==> config.mk <==
export PLATFORM = sky130hd
export DESIGN_NAME = wb_stream_bridge_device_flat
export DESIGN_NICKNAME = d
export VERILOG_FILES = /design/src/rtl/wb_stream_bridge_device_if.sv /design/src/rtl/wb_stream_bridge_device.sv /design/src/flat_wrapper.sv
export SDC_FILE = /design/constraint.sdc
export NUM_CORES = 1
export LEC_CHECK = 0
export BUFFER_PORTS_ARGS = -buffer_cell sky130_fd_sc_hd__buf_2
export CORE_MARGIN = 8
export CORE_UTILIZATION = 63
export DETAILED_ROUTE_END_ITERATION = 10
export PLACE_DENSITY = 0.84
export SLEW_MARGIN = 30
export SYNTH_ARGS = -nofsm -noshare
export SYNTH_HDL_FRONTEND = slang
export SYNTH_SLANG_ARGS = --single-unit
export TNS_END_PERCENT = 1
==> constraint.sdc <==
create_clock -name clk_i -period 4.1 [get_ports clk_i]
set_input_delay 1.23 -clock clk_i [delete_from_list [all_inputs] [get_ports clk_i]]
set_output_delay 1.23 -clock clk_i [all_outputs]
set_load 0.05 [all_outputs]
==> src/rtl/wb_stream_bridge_device_if.sv <==
// Wishbone classic device port plus TX/RX valid/ready streams.
// Ports: cyc/stb/we/dat_i/ack/err/rty/dat_o bus; tx_*/rx_* streams.
interface wb_stream_bridge_device_if #(
  parameter int DAT_WIDTH = 8
);
  logic                 cyc_i;
  logic                 stb_i;
  logic                 we_i;
  logic [DAT_WIDTH-1:0] dat_i;
  logic                 ack_o;
  logic                 err_o;
  logic                 rty_o;
  logic [DAT_WIDTH-1:0] dat_o;
  logic [DAT_WIDTH-1:0] tx_data_o;
  logic                 tx_valid_o;
  logic                 tx_ready_i;
  logic [DAT_WIDTH-1:0] rx_data_i;
  logic                 rx_valid_i;
  logic                 rx_ready_o;

  modport master (
    output cyc_i, stb_i, we_i, dat_i,
    output tx_ready_i, rx_data_i, rx_valid_i,
    input  ack_o, err_o, rty_o, dat_o,
    input  tx_data_o, tx_valid_o, rx_ready_o
  );

  modport slave (
    input  cyc_i, stb_i, we_i, dat_i,
    input  tx_ready_i, rx_data_i, rx_valid_i,
    output ack_o, err_o, rty_o, dat_o,
    output tx_data_o, tx_valid_o, rx_ready_o
  );
endinterface

==> src/rtl/wb_stream_bridge_device.sv <==
// Wishbone classic mailbox: writes feed TX FIFO, reads drain RX FIFO.
// Ports: clk_i, rst_ni (async low), bus (slave modport of the _if).
module wb_stream_bridge_device #(
  parameter int DAT_WIDTH      = 8,
  parameter int DEPTH          = 4,
  parameter int WAIT_STATES    = 0,
  parameter int EMPTY_READ_ERR = 0
) (
  input logic                      clk_i,
  input logic                      rst_ni,
  wb_stream_bridge_device_if.slave bus
);

  localparam int AW = $clog2(DEPTH);
  localparam int CW = AW + 1;

  typedef enum logic [1:0] {
    S_IDLE,
    S_WAIT,
    S_RESP
  } state_e;

  state_e state_q, state_d;
  logic [3:0] cnt_q, cnt_d;

  logic ack_q, ack_d;
  logic err_q, err_d;
  logic rty_q, rty_d;
  logic [DAT_WIDTH-1:0] dat_q, dat_d;

  logic [DAT_WIDTH-1:0] tx_mem_q [DEPTH];
  logic [AW-1:0] tx_wp_q, tx_wp_d;
  logic [AW-1:0] tx_rp_q, tx_rp_d;
  logic [CW-1:0] tx_cnt_q, tx_cnt_d;

  logic [DAT_WIDTH-1:0] rx_mem_q [DEPTH];
  logic [AW-1:0] rx_wp_q, rx_wp_d;
  logic [AW-1:0] rx_rp_q, rx_rp_d;
  logic [CW-1:0] rx_cnt_q, rx_cnt_d;

  logic req;
  logic decide;
  logic tx_full, tx_empty;
  logic rx_full, rx_empty;
  logic tx_push, tx_pop;
  logic rx_push, rx_pop;

  assign req      = bus.cyc_i && bus.stb_i;
  assign tx_full  = tx_cnt_q == CW'(DEPTH);
  assign tx_empty = tx_cnt_q == '0;
  assign rx_full  = rx_cnt_q == CW'(DEPTH);
  assign rx_empty = rx_cnt_q == '0;

  // Stream side uses pre-edge occupancy, like the bus side.
  assign tx_pop  = !tx_empty && bus.tx_ready_i;
  assign rx_push = bus.rx_valid_i && !rx_full;

  always_ff @(posedge clk_i or negedge rst_ni) begin
    if (!rst_ni) begin
      state_q <= S_IDLE;
      cnt_q   <= '0;
    end else begin
      state_q <= state_d;
      cnt_q   <= cnt_d;
    end
  end

  always_comb begin
    state_d = state_q;
    cnt_d   = cnt_q;
    decide  = 1'b0;
    unique case (state_q)
      S_IDLE: begin
        if (req) begin
          if (WAIT_STATES == 0) begin
            decide  = 1'b1;
            state_d = S_RESP;
          end else begin
            cnt_d   = 4'(WAIT_STATES);
            state_d = S_WAIT;
          end
        end
      end
      S_WAIT: begin
        cnt_d = cnt_q - 4'd1;
        if (!bus.cyc_i) begin
          cnt_d   = '0;
          state_d = S_IDLE;
        end else if (cnt_q == 4'd1) begin
          decide  = 1'b1;
          state_d = S_RESP;
        end
      end
      S_RESP: state_d = S_IDLE;
      default: state_d = S_IDLE;
    endcase
  end

  always_comb begin
    ack_d   = 1'b0;
    err_d   = 1'b0;
    rty_d   = 1'b0;
    dat_d   = dat_q;
    tx_push = 1'b0;
    rx_pop  = 1'b0;
    if (decide) begin
      if (bus.we_i) begin
        if (!tx_full) begin
          tx_push = 1'b1;
          ack_d   = 1'b1;
        end else begin
          rty_d = 1'b1;
        end
      end else if (!rx_empty) begin
        rx_pop = 1'b1;
        ack_d  = 1'b1;
        dat_d  = rx_mem_q[rx_rp_q];
      end else if (EMPTY_READ_ERR != 0) begin
        err_d = 1'b1;
      end else begin
        rty_d = 1'b1;
      end
    end
  end

  always_comb begin
    tx_wp_d  = tx_wp_q + AW'(tx_push);
    tx_rp_d  = tx_rp_q + AW'(tx_pop);
    tx_cnt_d = tx_cnt_q + CW'(tx_push)
             - CW'(tx_pop);
    rx_wp_d  = rx_wp_q + AW'(rx_push);
    rx_rp_d  = rx_rp_q + AW'(rx_pop);
    rx_cnt_d = rx_cnt_q + CW'(rx_push)
             - CW'(rx_pop);
  end

  always_ff @(posedge clk_i or negedge rst_ni) begin
    if (!rst_ni) begin
      ack_q    <= 1'b0;
      err_q    <= 1'b0;
      rty_q    <= 1'b0;
      dat_q    <= '0;
      tx_wp_q  <= '0;
      tx_rp_q  <= '0;
      tx_cnt_q <= '0;
      rx_wp_q  <= '0;
      rx_rp_q  <= '0;
      rx_cnt_q <= '0;
      for (int i = 0; i < DEPTH; i++) begin
        tx_mem_q[i] <= '0;
        rx_mem_q[i] <= '0;
      end
    end else begin
      ack_q    <= ack_d;
      err_q    <= err_d;
      rty_q    <= rty_d;
      dat_q    <= dat_d;
      tx_wp_q  <= tx_wp_d;
      tx_rp_q  <= tx_rp_d;
      tx_cnt_q <= tx_cnt_d;
      rx_wp_q  <= rx_wp_d;
      rx_rp_q  <= rx_rp_d;
      rx_cnt_q <= rx_cnt_d;
      if (tx_push) tx_mem_q[tx_wp_q] <= bus.dat_i;
      if (rx_push) rx_mem_q[rx_wp_q] <= bus.rx_data_i;
    end
  end

  assign bus.ack_o      = ack_q;
  assign bus.err_o      = err_q;
  assign bus.rty_o      = rty_q;
  assign bus.dat_o      = dat_q;
  assign bus.tx_valid_o = !tx_empty;
  assign bus.tx_data_o  = tx_empty ? '0
                        : tx_mem_q[tx_rp_q];
  assign bus.rx_ready_o = !rx_full;

endmodule
==> src/flat_wrapper.sv <==
// flat-port wrapper written by rule: the top's interface ports become plain ports
module wb_stream_bridge_device_flat 
#(
  parameter int DAT_WIDTH      = 8,
  parameter int DEPTH          = 4,
  parameter int WAIT_STATES    = 0,
  parameter int EMPTY_READ_ERR = 0
)
  (clk_i, rst_ni, bus_cyc_i, bus_stb_i, bus_we_i, bus_dat_i, bus_tx_ready_i, bus_rx_data_i, bus_rx_valid_i, bus_ack_o, bus_err_o, bus_rty_o, bus_dat_o, bus_tx_data_o, bus_tx_valid_o, bus_rx_ready_o);
  wb_stream_bridge_device_if #(.DAT_WIDTH(DAT_WIDTH)) bus_i ();
  input logic clk_i;
  input logic rst_ni;
  input wire logic [$bits(bus_i.cyc_i)-1:0] bus_cyc_i;
  input wire logic [$bits(bus_i.stb_i)-1:0] bus_stb_i;
  input wire logic [$bits(bus_i.we_i)-1:0] bus_we_i;
  input wire logic [$bits(bus_i.dat_i)-1:0] bus_dat_i;
  input wire logic [$bits(bus_i.tx_ready_i)-1:0] bus_tx_ready_i;
  input wire logic [$bits(bus_i.rx_data_i)-1:0] bus_rx_data_i;
  input wire logic [$bits(bus_i.rx_valid_i)-1:0] bus_rx_valid_i;
  output wire logic [$bits(bus_i.ack_o)-1:0] bus_ack_o;
  output wire logic [$bits(bus_i.err_o)-1:0] bus_err_o;
  output wire logic [$bits(bus_i.rty_o)-1:0] bus_rty_o;
  output wire logic [$bits(bus_i.dat_o)-1:0] bus_dat_o;
  output wire logic [$bits(bus_i.tx_data_o)-1:0] bus_tx_data_o;
  output wire logic [$bits(bus_i.tx_valid_o)-1:0] bus_tx_valid_o;
  output wire logic [$bits(bus_i.rx_ready_o)-1:0] bus_rx_ready_o;
  assign bus_i.cyc_i = bus_cyc_i;
  assign bus_i.stb_i = bus_stb_i;
  assign bus_i.we_i = bus_we_i;
  assign bus_i.dat_i = bus_dat_i;
  assign bus_i.tx_ready_i = bus_tx_ready_i;
  assign bus_i.rx_data_i = bus_rx_data_i;
  assign bus_i.rx_valid_i = bus_rx_valid_i;
  assign bus_ack_o = bus_i.ack_o;
  assign bus_err_o = bus_i.err_o;
  assign bus_rty_o = bus_i.rty_o;
  assign bus_dat_o = bus_i.dat_o;
  assign bus_tx_data_o = bus_i.tx_data_o;
  assign bus_tx_valid_o = bus_i.tx_valid_o;
  assign bus_rx_ready_o = bus_i.rx_ready_o;
  wb_stream_bridge_device #(.DAT_WIDTH(DAT_WIDTH), .DEPTH(DEPTH), .WAIT_STATES(WAIT_STATES), .EMPTY_READ_ERR(EMPTY_READ_ERR)) u_core (.clk_i(clk_i), .rst_ni(rst_ni), .bus(bus_i));
endmodule
# Word level (Yosys, flattened, before mapping)
# Cells that the tools add are included.
# Widths: inputs -> output; s select.
dict set report word_totals {
  register_bits 94
  latchBits 0
  ram_bits 0
  mem_bits_ro 0
  inputBits 23
  out_inout_bits 21
  elab_cells 92
  memories 0
}
dict set report classes {
  n_addsub 9
  n_mul 0
  n_div 0
  order_cmp 6
  eq_ne 6
  shift 0
  n_mux 34
  bitwise_logic 6
  reduce_logical 12
}
# operator n
set ops {}
lappend ops {{$bwmux 32} 2}
lappend ops {{$mux 8} 7}
lappend ops {{$bmux 8 s2} 2}
lappend ops {{$demux 8 s2} 2}
lappend ops {{$mux 1} 15}
lappend ops {{$ge 3x3->1 const B} 4}
lappend ops {{$not 2->3} 4}
lappend ops {{$add 2x1->2} 4}
lappend ops {{$add 3x1->3} 2}
lappend ops {{$eq 3x3->1 const B} 2}
lappend ops {{$logic_not 3->1} 2}
lappend ops {{$lt 3x1->1 const B} 2}
lappend ops {{$mux 2} 3}
lappend ops {{$sub 3x1->3} 2}
lappend ops {{$logic_and 1x1->1} 5}
lappend ops {{$eq 4x1->1 const B} 1}
lappend ops {{$mux 4} 1}
lappend ops {{$pmux 2 s2} 1}
lappend ops {{$sub 4x1->4 const B} 1}
lappend ops {{$ne 3x2->1 const B} 1}
lappend ops {{$reduce_and 3->1} 1}
lappend ops {{$eq 2x1->1 const B} 1}
lappend ops {{$logic_not 1->1} 2}
lappend ops {{$logic_not 2->1} 1}
lappend ops {{other kinds (4)} 5}

# Depth between registers and ports, before layout
dict set report logic_depth {
  word_depth 7
  mapped_depth 9
}

# Worst setup path before layout
# OpenSTA, ideal clock, no wires.
dict set report synth_path {
  kind {input -> register}
  from {in bus_we_i}
  to {reg u_core.rx_cnt_q[2]}
  setup_ns 0.123
  t_arrival_ns 2.840
  path_slack_ns 1.138
  stages 8
  path_buffers 1
  path_cell_list {buf_2 nor3_4 ha_1 inv_1 ha_1 inv_1 fa_1 xnor2_1}
}
dict set report synth_between {
  elab_chain_len 3
}
# element line_no
set synth_rtl {}
lappend synth_rtl {{start: declaration} flat_wrapper.sv:15} ;# input wire logic [$bits(bus_i.we_i)-1:0] bus_we_i;
lappend synth_rtl {{$mux 1} wb_stream_bridge_device.sv:107} ;# if (bus.we_i) begin
lappend synth_rtl {{$mux 1} wb_stream_bridge_device.sv:106} ;# if (decide) begin
lappend synth_rtl {{$sub 3x1->3} wb_stream_bridge_device.sv:134} ;# - CW'(rx_pop);
lappend synth_rtl {{net u_core.rx_cnt_d[2]} wb_stream_bridge_device.sv:39} ;# logic [CW-1:0] rx_cnt_q, rx_cnt_d;
lappend synth_rtl {{end signal: assignment} wb_stream_bridge_device.sv:163} ;# rx_cnt_q <= rx_cnt_d;
lappend synth_rtl {{end: declaration} wb_stream_bridge_device.sv:39}
# The timed path passes the listed nets, and every way through them passes these cells.
# A chain may end at the register's enable or synchronous reset.

# Worst setup path after layout
dict set report layout_path {
  from {reg u_core.tx_rp_q[0]}
  to {out bus_tx_data_o[2]}
}
dict set report layout_between {
  elab_chain_len 5
}
# element line_no
set layout_rtl {}
lappend layout_rtl {{start: declaration} wb_stream_bridge_device.sv:33} ;# logic [AW-1:0] tx_rp_q, tx_rp_d;
lappend layout_rtl {{start signal: assignment} wb_stream_bridge_device.sv:159} ;# tx_rp_q <= tx_rp_d;
lappend layout_rtl {{$not 2->3 (not written as such)} wb_stream_bridge_device.sv:175} ;# : tx_mem_q[tx_rp_q];
lappend layout_rtl {{$bmux 8 s2} wb_stream_bridge_device.sv:175}
lappend layout_rtl {{$mux 8 (not written as such) (2 in series)} wb_stream_bridge_device.sv:175}
lappend layout_rtl {{$mux 8} wb_stream_bridge_device.sv:174} ;# assign bus.tx_data_o = tx_empty ? '0
lappend layout_rtl {{end: declaration} flat_wrapper.sv:24} ;# output wire logic [$bits(bus_i.tx_data_o)-1:0] bus_tx_data_o;
# No other way between the ends. The select of a mux whose other input is x is not followed.

==> results.json <==
{
  "path_max_fanout": 10,
  "synth_top_family_by_area": "multiplexers",
  "mappedNetlistArea_sq_mm": 0.00405,
  "synth_area_leaders": "dfrtp_1 (55%), mux2_2 (20%), mux4_2 (8.9%), nand4_4 (2.6%), ha_1 (1.9%)",
  "holdBufCountCts": 0,
  "syn-num-nets": 280,
  "netlist_instances": 249,
  "grt_use_met1_pct": 21.2,
  "pre_cts_slack_ps": 1100,
  "antenna_found_initial": 0,
  "clk_pin_slew_ps": 90,
  "drt_iter0_drc": 82,
  "fin_crit_sh_pct": 79.4,
  "nNetsFinal": 324,
  "status": "finished clean",
  "reg2reg_to": "u_core.rx_cnt_q[2]$_DFF_PN0_",
  "use_met2_pct": 26.6,
  "synth.most_common_cell": "dfrtp_1",
  "synth.distinct_cells": 32,
  "drtAntennaViolNets": 0,
  "synth_area_per_cell_sq_um": 16.3,
  "drive_gt1_share_pct": 52.3,
  "yosysWarnings": 0,
  "synth_enable_flop_cells": 0,
  "synthAdderAreaFrac_pct": 2.84,
  "drv_cap": 0,
  "endpoint_kind": "output port",
  "grt_util_all_layers_pct": 16.7,
  "fin_skew_ps": 12.1,
  "n_antenna_cell": 0,
  "synth_compound_area_share_pct": 0.124,
  "start_kind": "register",
  "viasPerCell": 5.77,
  "clockBufferDepth": 2,
  "critical_path_class": "register to output port",
  "power.leakage_nw": 2.04,
  "grt_use_met3_pct": 5.69,
  "hold_ws_ps": 507,
  "place_congestion": 0.732,
  "root_buffer": "clkbuf_8",
  "yosysSeqAreaShare_pct": 55.0,
  "netSwitchingPower_w": 0.00149,
  "wl_mm": 6.94,
  "finalPower_w": 0.00382,
  "synthTopCellsByCount": "dfrtp_1 (89), mux2_2 (71), mux4_2 (16)",
  "grt_remaining_overflow": 0,
  "worstRegToRegCells": 9,
  "yosys.area_share.simple_pct": 8.69,
  "syn_to_final_growth_pct": 10.9,
  "port_buffers": 42,
  "cts-resized-gates": 0,
  "ios": 44,
  "hold_depth": 1,
  "grt_pass1_vias": 2346,
  "gr-max-usage-layer": "met2",
  "drc_errors": 0,
  "hp-start": "u_core.rx_mem_q[0]$_DFFE_PN0P_",
  "ir_worst_vdd_mv": 0.446,
  "die-area_sq_mm": 0.00924,
  "reg2reg_slack_ps": 1880,
  "internal_power_w": 0.00233,
  "relSlewSlack_pct": 47.0,
  "clock_latency_ps": 350,
  "p_clk_share_pct": 13.9,
  "setup_viol": 0,
  "whs_endpoint": "u_core.rx_mem_q[0]$_DFFE_PN0P_",
  "htreeDepth": 3,
  "synthFlopType": "dfrtp_1",
  "fin_crit_ps": 3260,
  "p_per_area_mw_per_mm2": 851,
  "cp.required_ps": 2870,
  "synth_area_leader_cell": "dfrtp_1",
  "seq_power_share_pct": 42.7,
  "post-cts-setup-buffer-count": 0,
  "rows": 29,
  "grt_max_degree": 90,
  "synthMuxAreaShare_pct": 29.2,
  "drv_slew": 0,
  "tns_ps": 0,
  "vias": 2164,
  "wl_per_cell_um": 18.5,
  "power_frac_comb_pct": 43.4,
  "floorplan.core_area_sq_mm": 0.00628,
  "r2r_start": "u_core.rx_cnt_q[0]$_DFF_PN0_",
  "fp.dieH_um": 96.1,
  "grt_pass1_wl_mm": 11.6,
  "arrival_ps": 2030,
  "cts_made_buffers": 9,
  "drt_first_pass_iters": 4,
  "hold_viol": 0,
  "worstMarginPinSlew_ps": 795,
  "cts_sinks": 89,
  "layout_setup_ws_ps": 844,
  "ys_ff_latch": 89,
  "synth_xor_area_share_pct": 1.95,
  "cts_tree": "yes",
  "hpwl_mm": 4.73,
  "initial_utilization_pct": 64.5,
  "rsz0062_at_grt": "false",
  "p_sw_share_pct": 39.0,
  "clock.fmax_ghz": 0.307,
  "die_x_um": 96.1,
  "async_flop_share_pct": 100,
  "synth.top_cell.area_share_pct": 55.0,
  "hp-class": "register to register"
}
==> state kept, by name, summed over array words and instances (netlist names) <==
register	cells
u_core.state_q	1
u_core.bus.ack_o	1
u_core.rx_mem_q	32
u_core.bus.rty_o	1
u_core.rx_cnt_q	3
u_core.tx_mem_q	32
u_core.tx_wp_q	2
u_core.tx_rp_q	2
u_core.bus.dat_o	8
u_core.rx_rp_q	2
u_core.rx_wp_q	2
u_core.tx_cnt_q	3
==> cells by family (layout without fill, tap and decap cells) <==
logic type / after synthesis / count (layout)
buffers and inverters: 17 / 66
flip-flops: 89 / 89
multiplexers: 89 / 89
AND/OR/NAND/NOR: 35 / 35
XOR/XNOR: 9 / 9
adder cells (fa/ha/maj): 8 / 8
other: 1 / 1
AO/OA/AOI/OAI: 1 / 1
==> metrics by stage <==
step / utilization (%) / area, sq um / instances
after global routing: 71.5 / 4490 / 375
after detailed placement: 68.6 / 4310 / 359
after floorplan: - / 4050 / 249
after CTS: 71.5 / 4490 / 375
after global placement: 68.6 / 4310 / 359
final: 71.5 / 4490 / 375
==> power groups by stage <==
| stage | sequential [W] | combinational (W) | clock, W |
|---|---|---|---|
| 2_1_floorplan | 0.00163 | 0.00132 | 0 |
| 4_1_cts | 0.00163 | 0.00168 | 0.000551 |
| 6_report | 0.00163 | 0.00166 | 0.000531 |
| 3_3_place_gp | 0.00162 | 0.00162 | 0 |
| 3_5_place_dp | 0.00165 | 0.00167 | 0 |
| 5_1_grt | 0.00169 | 0.00178 | 0.000581 |
==> worst max-delay path, stage by stage, from the launching register on <==
cell	delay [ps]
dfrtp_1	720
mux4_2	570
and2_1	180
buf_2	210
==> routing by layer <==
layer,up-vias,share of wire (%)
met2,31,52
met3,6,4.2
met1,1139,43
met5,-,0
met4,0,0.82
li1,988,-
==> final cells by class <==
cell class,count,area (sq um)
flip-flops and latches,89,2230
fillers,416,1790
multi-input cells,143,1740
repair buffers,43,224
clock buffers,10,128
well taps,77,96.3
clock inverters,6,50.0
inverters,7,26.3
==> how the worst max path moves through the flow <==
| stage | startpoint | to | slack, ps |
|---|---|---|---|
| floorplan | bus_we_i | u_core.rx_cnt_q[2]$_DFF_PN0_ | 1140 |
| global route | u_core.tx_rp_q[0]$_DFF_PN0_ | bus_tx_data_o[7] | 700 |
| CTS | u_core.tx_rp_q[0]$_DFF_PN0_ | bus_tx_data_o[2] | 790 |
| finish | u_core.tx_rp_q[0]$_DFF_PN0_ | bus_tx_data_o[2] | 840 |
| detailed placement | bus_we_i | u_core.rx_cnt_q[2]$_DFF_PN0_ | 1100 |
| global placement | bus_we_i | u_core.rx_cnt_q[2]$_DFF_PN0_ | 1160 |
==> placed cells by master, fill, tap and decap left out, types with 2 or more instances in the layout <==
cell type	netlist	routed
fa_1	2	2
clkbuf_8	0	9
buf_2	4	41
nand4b_4	2	2
ha_1	6	6
mux2_2	71	71
nand4_4	5	5
nor2b_1	2	2
mux4_2	16	16
xor2_1	3	3
and2_1	10	10
nand2_1	2	2
xnor2_1	6	6
or3b_1	2	2
nor2_1	4	4
dfrtp_1	89	89
inv_1	6	6
clkinv_4	0	2
No activity file was read; power rests on OpenSTA's default activity.
